**src/rtl/rpg_pkg.sv**
```systemverilog
// -----------------------------------------------------------------------------
// rpg_pkg -- shared definitions for the playfield and its movers.
//
// Contents:
//   * playfield geometry: 20x15 grid of 32-pixel blocks whose top-left pixel
//     is (144, 31); the playable pixel range is h 144..783, v 31..510
//   * dir_e   : heading encoding (0 up, 1 right, 2 down, 3 left)
//   * state_e : enemy FSM encoding (0 idle, 1 patrol, 2 chase, 3 stun)
//   * COLLISION_MAP : 300-bit wall matrix, bit index = row*20 + col
//   * probe_point / step_point : pixel helpers used by the enemy mover
// -----------------------------------------------------------------------------
package rpg_pkg;

    localparam int GRID_COLS   = 20;
    localparam int GRID_ROWS   = 15;
    localparam int GRID_CELLS  = GRID_COLS * GRID_ROWS;
    localparam int BLOCK_SIZE  = 32;
    localparam int BLOCK_SHIFT = 5;

    localparam logic [9:0] FIELD_H_MIN = 10'd144;
    localparam logic [9:0] FIELD_H_MAX = 10'd783;
    localparam logic [9:0] FIELD_V_MIN = 10'd31;
    localparam logic [9:0] FIELD_V_MAX = 10'd510;

    typedef enum logic [1:0] {
        DIR_UP    = 2'd0,
        DIR_RIGHT = 2'd1,
        DIR_DOWN  = 2'd2,
        DIR_LEFT  = 2'd3
    } dir_e;

    typedef enum logic [1:0] {
        ST_IDLE   = 2'd0,
        ST_PATROL = 2'd1,
        ST_CHASE  = 2'd2,
        ST_STUN   = 2'd3
    } state_e;

    // Level layout: a solid border, one post in row 1 at column 12, a
    // horizontal bar in row 6 (columns 5..9) and a vertical bar in column 15
    // (rows 3..10).
    function automatic logic is_wall_cell(input int row, input int col);
        logic w;
        w = 1'b0;
        if (row == 0 || row == GRID_ROWS - 1) w = 1'b1;
        if (col == 0 || col == GRID_COLS - 1) w = 1'b1;
        if (row == 1 && col == 12) w = 1'b1;
        if (row == 6 && col >= 5 && col <= 9) w = 1'b1;
        if (col == 15 && row >= 3 && row <= 10) w = 1'b1;
        return w;
    endfunction

    function automatic logic [GRID_CELLS-1:0] build_collision_map();
        logic [GRID_CELLS-1:0] m;
        m = '0;
        for (int r = 0; r < GRID_ROWS; r++) begin
            for (int c = 0; c < GRID_COLS; c++) begin
                m[r*GRID_COLS + c] = is_wall_cell(r, c);
            end
        end
        return m;
    endfunction

    localparam logic [GRID_CELLS-1:0] COLLISION_MAP = build_collision_map();

    // Single pixel just beyond the 32x32 sprite in heading d, after a move
    // of 'step' pixels. The probe sits on the sprite's centre line.
    function automatic logic [19:0] probe_point(input logic [9:0] h,
                                                input logic [9:0] v,
                                                input dir_e       d,
                                                input logic [9:0] step);
        logic [19:0] p;
        case (d)
            DIR_UP:    p = {h + 10'd16, v - step};
            DIR_RIGHT: p = {h + 10'd31 + step, v + 10'd16};
            DIR_DOWN:  p = {h + 10'd16, v + 10'd31 + step};
            default:   p = {h - step, v + 10'd16};
        endcase
        return p;
    endfunction

    // Sprite position after moving 'step' pixels in heading d.
    function automatic logic [19:0] step_point(input logic [9:0] h,
                                               input logic [9:0] v,
                                               input dir_e       d,
                                               input logic [9:0] step);
        logic [19:0] p;
        case (d)
            DIR_UP:    p = {h, v - step};
            DIR_RIGHT: p = {h + step, v};
            DIR_DOWN:  p = {h, v + step};
            default:   p = {h - step, v};
        endcase
        return p;
    endfunction

endpackage

```
**src/rtl/wall_lookup.sv**
```systemverilog
// -----------------------------------------------------------------------------
// wall_lookup -- combinational probe of the collision matrix.
//
// Ports:
//   probe_h [9:0] : in  horizontal pixel of the probe
//   probe_v [9:0] : in  vertical pixel of the probe
//   wall          : out 1 when the pixel is outside the playfield or lies in
//                       a wall block
// -----------------------------------------------------------------------------
module wall_lookup
    import rpg_pkg::*;
(
    input  logic [9:0] probe_h,
    input  logic [9:0] probe_v,
    output logic       wall
);

    logic       in_field;
    logic [9:0] h_off;
    logic [9:0] v_off;
    logic [4:0] col;
    logic [4:0] row;
    logic [8:0] idx;

    always_comb begin
        in_field = (probe_h >= FIELD_H_MIN) && (probe_h <= FIELD_H_MAX) &&
                   (probe_v >= FIELD_V_MIN) && (probe_v <= FIELD_V_MAX);
        h_off = probe_h - FIELD_H_MIN;
        v_off = probe_v - FIELD_V_MIN;
        col   = 5'(h_off >> BLOCK_SHIFT);
        row   = 5'(v_off >> BLOCK_SHIFT);
        idx   = '0;
        wall  = 1'b1;
        // The index is only meaningful inside the field; outside it the
        // probe is a wall regardless of the matrix contents.
        if (in_field) begin
            idx  = 9'(row) * 9'(GRID_COLS) + 9'(col);
            wall = COLLISION_MAP[idx];
        end
    end

endmodule

```
**src/rtl/enemy_patrol.sv**
```systemverilog
// -----------------------------------------------------------------------------
// enemy_patrol -- enemy sprite mover with patrol / chase / stun behaviour.
//
// Parameters:
//   START_H, START_V : reset position (pixels)
//   STEP             : pixels moved per move step
//   SPEED_DIV        : tick pulses per move step (1..15)
//   CHASE_R          : per-axis range that triggers a chase; chase is dropped
//                      when either axis distance reaches 2*CHASE_R
//   STUN_STEPS       : move steps spent frozen after a hit (>= 1)
//
// Ports:
//   clk             : in  clock, all state on its rising edge
//   rst             : in  synchronous active-high reset
//   tick            : in  one-cycle movement enable (frame rate)
//   player_position : in  {hpos[19:10], vpos[9:0]} of the player
//   player_hit      : in  player/enemy contact flag
//   e_position      : out {hpos, vpos} of this enemy (registered)
//   e_dir           : out current heading (0 up, 1 right, 2 down, 3 left)
//   e_state         : out current FSM state code (debug visibility)
//
// A move step is a tick that arrives when the prescaler sits at SPEED_DIV-1.
// All outputs change one cycle after the cycle that qualifies them.
// -----------------------------------------------------------------------------
module enemy_patrol
    import rpg_pkg::*;
#(
    parameter int START_H    = 208,
    parameter int START_V    = 63,
    parameter int STEP       = 2,
    parameter int SPEED_DIV  = 3,
    parameter int CHASE_R    = 64,
    parameter int STUN_STEPS = 4
) (
    input  logic        clk,
    input  logic        rst,
    input  logic        tick,
    input  logic [19:0] player_position,
    input  logic        player_hit,
    output logic [19:0] e_position,
    output logic [1:0]  e_dir,
    output logic [1:0]  e_state
);

    localparam logic [3:0]  PRESC_LAST = 4'(SPEED_DIV - 1);
    localparam logic [7:0]  STUN_LAST  = 8'(STUN_STEPS - 1);
    localparam logic [9:0]  STEP_PX    = 10'(STEP);
    localparam logic [10:0] NEAR_R     = 11'(CHASE_R);
    localparam logic [10:0] FAR_R      = 11'(2 * CHASE_R);

    state_e      state_q, state_d;
    dir_e        dir_q, dir_d;
    logic [9:0]  h_q, h_d;
    logic [9:0]  v_q, v_d;
    logic [3:0]  presc_q, presc_d;
    logic [7:0]  stun_q, stun_d;

    logic [9:0]        ply_h, ply_v;
    logic signed [10:0] dh, dv;
    logic [10:0]       abs_dh, abs_dv;
    logic              h_major;
    dir_e              h_toward, v_toward;
    dir_e              pri_dir, sec_dir, probe_dir;
    logic              pri_nz, sec_nz;
    logic              near, far;
    logic              move_step;
    logic [19:0]       probe_a, probe_b;
    logic              wall_a, wall_b;

    // ------------------------------------------------------------------
    // Player-relative geometry and probe selection
    // ------------------------------------------------------------------
    always_comb begin
        ply_h  = player_position[19:10];
        ply_v  = player_position[9:0];
        dh     = $signed({1'b0, ply_h}) - $signed({1'b0, h_q});
        dv     = $signed({1'b0, ply_v}) - $signed({1'b0, v_q});
        abs_dh = dh[10] ? $unsigned(-dh) : $unsigned(dh);
        abs_dv = dv[10] ? $unsigned(-dv) : $unsigned(dv);

        near = (abs_dh < NEAR_R) && (abs_dv < NEAR_R);
        far  = (abs_dh >= FAR_R) || (abs_dv >= FAR_R);

        // Horizontal axis wins ties.
        h_major  = (abs_dh >= abs_dv);
        h_toward = dh[10] ? DIR_LEFT : DIR_RIGHT;
        v_toward = dv[10] ? DIR_UP : DIR_DOWN;
        pri_dir  = h_major ? h_toward : v_toward;
        sec_dir  = h_major ? v_toward : h_toward;
        pri_nz   = h_major ? (abs_dh != '0) : (abs_dv != '0);
        sec_nz   = h_major ? (abs_dv != '0) : (abs_dh != '0);

        // The primary lookup serves the patrol heading outside of chase.
        probe_dir = (state_q == ST_CHASE) ? pri_dir : dir_q;
        probe_a   = probe_point(h_q, v_q, probe_dir, STEP_PX);
        probe_b   = probe_point(h_q, v_q, sec_dir, STEP_PX);

        move_step = tick && (presc_q == PRESC_LAST);
    end

    wall_lookup u_wall_pri (
        .probe_h (probe_a[19:10]),
        .probe_v (probe_a[9:0]),
        .wall    (wall_a)
    );

    wall_lookup u_wall_sec (
        .probe_h (probe_b[19:10]),
        .probe_v (probe_b[9:0]),
        .wall    (wall_b)
    );

    // ------------------------------------------------------------------
    // Next-state logic
    // ------------------------------------------------------------------
    always_comb begin
        state_d = state_q;
        dir_d   = dir_q;
        h_d     = h_q;
        v_d     = v_q;
        presc_d = presc_q;
        stun_d  = stun_q;

        // The prescaler is parked in IDLE so the first patrol step lands a
        // full SPEED_DIV ticks after leaving it. It keeps counting in STUN
        // because stun duration is measured in move steps.
        if (state_q != ST_IDLE && tick) begin
            presc_d = move_step ? 4'd0 : presc_q + 4'd1;
        end

        case (state_q)
            ST_IDLE: begin
                if (tick) begin
                    state_d = ST_PATROL;
                end
            end

            ST_PATROL: begin
                if (player_hit) begin
                    state_d = ST_STUN;
                    stun_d  = '0;
                end else if (move_step) begin
                    // Acquiring the player consumes the step; movement
                    // toward the player begins on the next one.
                    if (near) begin
                        state_d = ST_CHASE;
                    end else if (!wall_a) begin
                        {h_d, v_d} = step_point(h_q, v_q, dir_q, STEP_PX);
                    end else begin
                        dir_d = dir_e'(dir_q + 2'd1);
                    end
                end
            end

            ST_CHASE: begin
                if (player_hit) begin
                    state_d = ST_STUN;
                    stun_d  = '0;
                end else if (move_step) begin
                    if (far) begin
                        state_d = ST_PATROL;
                    end else if (pri_nz && !wall_a) begin
                        {h_d, v_d} = step_point(h_q, v_q, pri_dir, STEP_PX);
                        dir_d      = pri_dir;
                    end else if (sec_nz && !wall_b) begin
                        {h_d, v_d} = step_point(h_q, v_q, sec_dir, STEP_PX);
                        dir_d      = sec_dir;
                    end
                end
            end

            ST_STUN: begin
                if (move_step) begin
                    if (stun_q == STUN_LAST) begin
                        stun_d = '0;
                        // A hit on the exit step restarts the stun instead.
                        if (!player_hit) begin
                            state_d = ST_PATROL;
                        end
                    end else begin
                        stun_d = stun_q + 8'd1;
                    end
                end
            end

            default: begin
                state_d = ST_IDLE;
            end
        endcase
    end

    // ------------------------------------------------------------------
    // State registers
    // ------------------------------------------------------------------
    always_ff @(posedge clk) begin
        if (rst) begin
            state_q <= ST_IDLE;
            dir_q   <= DIR_RIGHT;
            h_q     <= 10'(START_H);
            v_q     <= 10'(START_V);
            presc_q <= '0;
            stun_q  <= '0;
        end else begin
            state_q <= state_d;
            dir_q   <= dir_d;
            h_q     <= h_d;
            v_q     <= v_d;
            presc_q <= presc_d;
            stun_q  <= stun_d;
        end
    end

    assign e_position = {h_q, v_q};
    assign e_dir      = dir_q;
    assign e_state    = state_q;

endmodule
```
**config.mk**
```make
export PLATFORM = sky130hd
export DESIGN_NAME = enemy_patrol
export DESIGN_NICKNAME = d
export VERILOG_FILES = /design/src/rtl/rpg_pkg.sv /design/src/rtl/wall_lookup.sv /design/src/rtl/enemy_patrol.sv
export SDC_FILE = /design/constraint.sdc
export NUM_CORES = 1
export LEC_CHECK = 0
export ABC_AREA = 1
export BUFFER_PORTS_ARGS = -buffer_cell sky130_fd_sc_hd__buf_4
export CORE_ASPECT_RATIO = 1.1
export CORE_UTILIZATION = 62
export DETAILED_ROUTE_END_ITERATION = 7
export PLACE_DENSITY = 0.81
export SETUP_SLACK_MARGIN = 0.15
export SYNTH_ARGS = -nofsm -noshare
export SYNTH_HDL_FRONTEND = slang
export SYNTH_HIERARCHICAL = 1
export SYNTH_SLANG_ARGS = --single-unit
```
**constraint.sdc**
```tcl
create_clock -name clk -period 9.2 [get_ports clk]
set_input_delay 1.38 -clock clk [delete_from_list [all_inputs] [get_ports clk]]
set_output_delay 1.38 -clock clk [all_outputs]
set_load 0.005 [all_outputs]
```
* After elaboration in Yosys (flattened, before gate mapping) *
Memory sizes are Yosys's and may differ from the RTL's.
Index checks and enable logic that the tools add are counted.

cells by class
  $lt $le $gt $ge = 15
  reductions and logical operators = 30
  $mul = 2
  eq/ne operators = 43
  $add $sub $neg = 23
  muxes and demuxes = 64

operators by type and width
  cell                                                                number
  one-hot mux 20 bit (3 select lines)                                 5
  two-way mux 10 bit                                                  18
  two-way mux 2 bit                                                   24
  adder 10 x 2 -> 10 bit, second input constant                       4
  adder 10 x 5 -> 10 bit, second input constant                       4
  one-hot mux 10 bit (2 select lines)                                 2
  inequality test 3 bit, second input constant                        11
  inequality test 2 bit, second input constant                        15
  AND reduction 15 bit                                                2
  two-way mux 8 bit                                                   3
  greater-or-equal comparator 11 x 8 -> 1 bit, second input constant  2
  less-than comparator 11 x 7 -> 1 bit, second input constant         2
  two-way mux 11 bit                                                  2
  negator 11 bit                                                      2
  nonzero test 11 bit                                                 2
  subtractor 10 x 10 -> 11 bit                                        2
  greater-or-equal comparator 10 x 5 -> 1 bit, second input constant  2
  greater-or-equal comparator 10 x 8 -> 1 bit, second input constant  2
  <= comparator 10 bit, second input constant                         2
  <= comparator 10 x 9 -> 1 bit, second input constant                2
  less-than comparator 9 x 10 -> 1 bit, second input constant         2
  subtractor 10 x 2 -> 10 bit, second input constant                  2
  subtractor 10 x 5 -> 10 bit, second input constant                  2
  subtractor 10 x 8 -> 10 bit, second input constant                  2
  other kinds (28)                                                    61

word-level totals
  flip-flop bits (word level) = 36
  memories kept = 2
  memory bits (read-only) = 1024

memory list
  name             depth  bits a word  rd ports  clocked after Yosys merged registers in  write ports  line               text
  (no name shown)  512    1            1         0                                        0            wall_lookup.sv:38  wall = COLLISION_MAP[idx];
  (no name shown)  512    1            1         0                                        0            wall_lookup.sv:38

* Logic depth before layout (Yosys ltp) *
  word-level depth = 21
  mapped depth = 64

* Cells and area by module *
Netlist, hierarchy kept.

by module, submodules not included
  module        area an instance (um^2)  seq. area each (um^2)  instances  cells each
  enemy_patrol  6640.1                   680.7                  1          1173
  wall_lookup   1128.6                   0.0                    2          185

* Worst setup path before layout *
OpenSTA, ideal clock, no wires.

  path kind = input to register
  start point = in player_position[11]
  end point = reg v_q[6]
  required time = 9.087 ns
  buffers on the path = 1
  slack = 1.364 ns
  stages on the path = 51
  library setup time = 0.113 ns
  arrival time = 7.723 ns
  path through = inv_1 ha_1 fa_1 nand2_1 nor2_2 nand3_1 nor2_2 o21ai_0 nand2_1 inv_1 ha_1 nand2_1 nor2_1 a211oi_1 o21ai_0 nand2_1 nand3b_1 a21oi_1 [... 15 more ...] ha_1 ha_1 a21o_1 a21oi_1 xor2_2 xnor2_1 inv_1 nand3_1 nand2_1 inv_1 nand3_4 nand3_4 nand2_4 buf_6 inv_2 nand2_4 nor2_1 nor2_1

on the way
  cells in the longest elaborated chain, start to end = 21
  elaborated cells between the ends (all ways) = 75
  classes of those cells = add/sub: 8; mul: 2; order compare: 11; eq/ne: 14; mux: 21; reduce/logical: 17; memory: 2

ends and longest elaborated chain
  element                                      line                 text
  start: declaration                           enemy_patrol.sv:38   input logic [19:0] player_position,
  subtractor 10 x 10 -> 11 bit *               enemy_patrol.sv:76   dh = $signed({1'b0, ply_h}) - $signed({1'b0, h_q});
  negator 11 bit                               enemy_patrol.sv:78   abs_dh = dh[10] ? $unsigned(-dh) : $unsigned(dh);
  two-way mux 11 bit                           enemy_patrol.sv:78
  greater-or-equal comparator 11 bit           enemy_patrol.sv:85   h_major = (abs_dh >= abs_dv);
  two-way mux 2 bit *                          enemy_patrol.sv:88   pri_dir = h_major ? h_toward : v_toward;
  two-way mux 2 bit *                          enemy_patrol.sv:94   probe_dir = (state_q == ST_CHASE) ? pri_dir : dir_q;
  == test 2 bit, or another cell as far along  rpg_pkg.sv:73        case (d)
  one-hot mux 20 bit (3 select lines) *        rpg_pkg.sv:73
  net probe_a[2]                               enemy_patrol.sv:67   logic [19:0] probe_a, probe_b;
  [... 6 more ...]                             n/a
  net wall_a                                   enemy_patrol.sv:68   logic wall_a, wall_b;
  logical NOT 1 bit                            enemy_patrol.sv:162  end else if (pri_nz && !wall_a) begin
  logical AND 1 bit                            enemy_patrol.sv:162
  two-way mux 10 bit                           enemy_patrol.sv:162
  two-way mux 10 bit                           enemy_patrol.sv:160  if (far) begin
  two-way mux 10 bit                           enemy_patrol.sv:159  end else if (move_step) begin
  two-way mux 10 bit                           enemy_patrol.sv:156  if (player_hit) begin
  one-hot mux 10 bit (2 select lines)          enemy_patrol.sv:131  case (state_q)
  end signal: assignment                       enemy_patrol.sv:200  v_q <= 10'(START_V);
  end signal: assignment                       enemy_patrol.sv:207  v_q <= v_d;
  end: declaration                             enemy_patrol.sv:54   logic [9:0] v_q, v_d;

The timed path passes the listed nets; every way through them passes the cells marked *. The select of a mux whose other input is x is not followed.
A chain may end at the register's enable or synchronous reset.

* Worst setup path after layout *
  start point = in player_position[15]
  end point = reg h_q[8]

on the way
  elaborated cells between the ends (all ways) = 75
  classes of those cells = add/sub: 8; mul: 2; order compare: 11; eq/ne: 14; mux: 21; reduce/logical: 17; memory: 2

RTL lines
  element                                      line                 text
  subtractor 10 x 10 -> 11 bit *               enemy_patrol.sv:76
  negator 11 bit                               enemy_patrol.sv:78
  two-way mux 11 bit                           enemy_patrol.sv:78
  greater-or-equal comparator 11 bit           enemy_patrol.sv:85
  two-way mux 2 bit *                          enemy_patrol.sv:88
  two-way mux 2 bit *                          enemy_patrol.sv:94
  == test 2 bit, or another cell as far along  rpg_pkg.sv:73
  one-hot mux 20 bit (3 select lines) *        rpg_pkg.sv:73
  net probe_a[14]                              enemy_patrol.sv:67
  [... 5 more ...]                             n/a
  net wall_a                                   enemy_patrol.sv:68
  logical NOT 1 bit                            enemy_patrol.sv:162
  logical AND 1 bit                            enemy_patrol.sv:162
  two-way mux 10 bit                           enemy_patrol.sv:162
  two-way mux 10 bit                           enemy_patrol.sv:160
  two-way mux 10 bit                           enemy_patrol.sv:159
  two-way mux 10 bit                           enemy_patrol.sv:156
  one-hot mux 10 bit (2 select lines)          enemy_patrol.sv:131
  end signal: assignment                       enemy_patrol.sv:199  h_q <= 10'(START_H);
  end: declaration                             enemy_patrol.sv:53   logic [9:0] h_q, h_d;

Marked as above.

==> metrics.md <==
| Metric | Value |
|---|---|
| Syn Std Cell Area | `around 0.0089 mm^2` |
| Number of slew-limit violations in the final report | `0` |
| CP required | `around 9.4 ns` |
| # nets final | `about 1,700` |
| Post-DP HPWL | `20.1 mm` |
| Final Hold Viols | `0` |
| TritonCTS Buffers | `5` |
| Ports | `48` |
| CP arrival | `around 8.6 ns` |
| Area grow syn2layout | `8.40%` |
| Synth warnings | `6` |
| Post-synth EDFFs | `0` |
| Die height | `approximately 130 um` |
| Initial antenna violation count | `0` |
| H-Tree Depth | `2` |
| Synth Register Bits | `34` |
| Critical Path Fanout Max | `19` |
| Share of the synthesized area in the top cell type | `between 20% and 30%` |
| Min-Delay Path Class | `flop to flop` |
| Count of input and output buffers | `between 40 and 50` |
| Worst r2r src | `h_q[7]$_SDFFE_PP1P_` |
| Core Box Area | `approximately 0.014 mm^2` |
| Setup crit start | `player_position[15]` |
| Share of cells above drive strength 1 | `14.5%` |
| Synth Flop Type | `dfxtp_1` |
| Clock buffer depth | `2` |
| Clock sinks | `34` |
| Initial Util | `64.0%` |
| Tmin final | `roughly 8.4 ns` |
| Fmax | `around 120 MHz` |
| Sequential share of the synthesized area | `7.65%` |
| Root Buffer | `clkbuf_16` |
| Cell taking the most area after synthesis | `nand2_1` |
| FFs w/ async S/R, synth | `0%` |
| Detailed Routing Iterations Pass 1 | `7` |
| Remaining Overflow, GRT | `0` |
| Residual DRC | `0` |
| Max cap viols | `0` |
| Period utilization | `about nine tenths` |
| Die span in x | `roughly 120 um` |
| CTS clk-pin slew, worst paths | `0.06 ns` |
| Diode count | `0` |
| Post-CTS Hold Buffers | `0` |
| Total die area | `between 0.01 and 0.015 mm^2` |
| Filler cell count | `around 1,400` |
| Most common cell after layout, fill and taps aside | `nand2_1` |
| Most used cell, CP | `nand2_1` |
| Routed Antenna Nets | `0` |
| Most frequent cells in the layout | `482 x nand2_1, 203 x inv_1, 160 x nand3_1, 119 x nor2_1, 80 x ha_1` |
| Iteration-0 DRC count of the detailed router | `683` |
| Cell variety after synth | `60` |
| Drt wl/cell | `approximately 14 um` |
| Routability Congestion | `a little under 1` |
| Post-Route WL | `approximately 24 mm` |
| First-pass GRT wire length | `between 40 and 50 mm` |
| Slowest stage delay, CP | `0.37 ns` |
| Most area-consuming cells after synthesis | `nand2_1 20%, ha_1 11%, nand3_1 9.0%, inv_1 8.7%, dfxtp_1 7.7%` |
| CTS tree | `done` |
| Routed vias | `between 9,000 and 10,000` |
| Critical path type | `primary input to flop` |
| Vias in the first global route | `~9,000` |
| Gr usage total | `33.4%` |
| Setup-failing EPs final | `0` |
| Drt via density | `about 5.5` |
| Pin count of the biggest net entering global routing | `30` |
| Setup crit end kind | `flop` |
| Clk_lat worst skew | `approximately 0.28 ns` |
| Syn avg cell area | `between 5 and 6 um^2` |
| RSZ-0062 raised after global routing | `no` |
| Synth Instances | `around 1,500` |
| Status | `completed` |
| Slew margin rel. | `28.2%` |
| TNS Setup | `0 ns` |
| Syn_nets | `approximately 1,700` |
| Worst-Margin Slew | `between 1 and 1.5 ns` |
| Min-delay src | `presc_q[0]$_SDFFE_PP0P_` |
| Site Rows | `45` |
| Clk_skew | `approximately 0.0051 ns` |
| Startpoint types | `primary input` |
| Slowest-stage cell, CP | `ha_1` |
## cells in the mapped netlist (5+ instances only)
master    number
buf_2          7
o22ai_1       13
inv_1        206
buf_6          6
nor3_1        18
nor2_4        12
and3_1         5
nand3_1      160
o21ai_1       19
xor2_1        51
inv_2         22
nor2_1       120
xnor2_1       12
nor2_2        23
dfxtp_1       34
nand4_1       28
o21ai_0       30
nand2_4       15
nand2_1      483
nand3_4        7
clkbuf_1      15
nand3_2       15
ha_1          80
a21oi_1       32
o211ai_1      25
nand2_2       43
buf_4          5
## what timing repair did
action / CTS / global route
endpoints found under the setup margin: 0 / 20
buffers inserted: 0 / 5
resized for setup: 0 / 13
## registers in the layout, summed over array words and instances, names as in the netlist
signal,count
presc_q,4
stun_q,8
e_dir,2
v_q,9
e_state,2
h_q,9
## final cells by class
class                           instances  area, um^2  share of cell area [%]
Inverter                              231         876                    9.08
Clock buffer                            5         125                    1.30
Tap cell                              188         235                    2.44
Sequential cell                        34         681                    7.06
Timing Repair Buffer                   60         488                    5.06
Multi-Input combinational cell       1244        7190                    74.6
Clock inverter                          3        45.0                   0.467
## worst paths after layout
path	end	slack (ns)	cells past startpoint
worst max-delay path	h_q[8]$_SDFFE_PP0P_	0.78	60
worst min-delay path	presc_q[0]$_SDFFE_PP0P_	0.48	2
worst max register to register	h_q[8]$_SDFFE_PP0P_	1.06	58
worst min register to register	presc_q[0]$_SDFFE_PP0P_	0.48	2
## kinds of logic (layout without fill, tap and decap cells)
group / after synthesis / count (layout) / share of synthesized area [%]
flops: 34 / 34 / 7.65
buf+inv: 265 / 299 / 12.0
other cells: 2 / 2 / 0.0844
simple gates: 944 / 944 / 50.4
xor+xnor: 67 / 67 / 7.19
fa+ha+maj: 84 / 84 / 12.2
compound gates: 147 / 147 / 10.5
## metal layers
| metal | global-route usage (%) | up-vias | share of wire, % |
|---|---|---|---|
| met2 | 60.4 | 338 | 49 |
| met1 | 40.2 | 4324 | 42 |
| met5 | 0 | - | 0 |
| met3 | 2.47 | 66 | 5.7 |
| li1 | - | 5016 | - |
| met4 | 13.4 | 0 | 3.3 |
## critical path: cells and delay by family
kind                       cells  cell delay [ns]
AOI/OAI and AO/OA              5             0.76
adders and majority gates      4             1.30
xor gates and xnor gates       1             0.21
and+or+nand+nor               40             3.89
buffers and inverters         10             1.05
## through the flow
step | cells | worst slack (ns) | cell area, um^2 | hold WS [ns] | utilization (%)
floorplan | 1543 | 1.36 | 8900 | 0.457 | -
global placement | 1752 | 0.302 | 9350 | 0.470 | 67.2
detailed placement | 1752 | 0.121 | 9350 | 0.473 | 67.2
CTS | 1760 | 0.370 | 9520 | 0.482 | 68.4
global route | 1765 | 0.154 | 9640 | 0.524 | 69.3
finish | 1765 | 0.782 | 9640 | 0.482 | 69.3
Power is left out: the tool's default activity adds up to more than one toggle a clock period on the data nets, which glitch-free logic cannot reach.
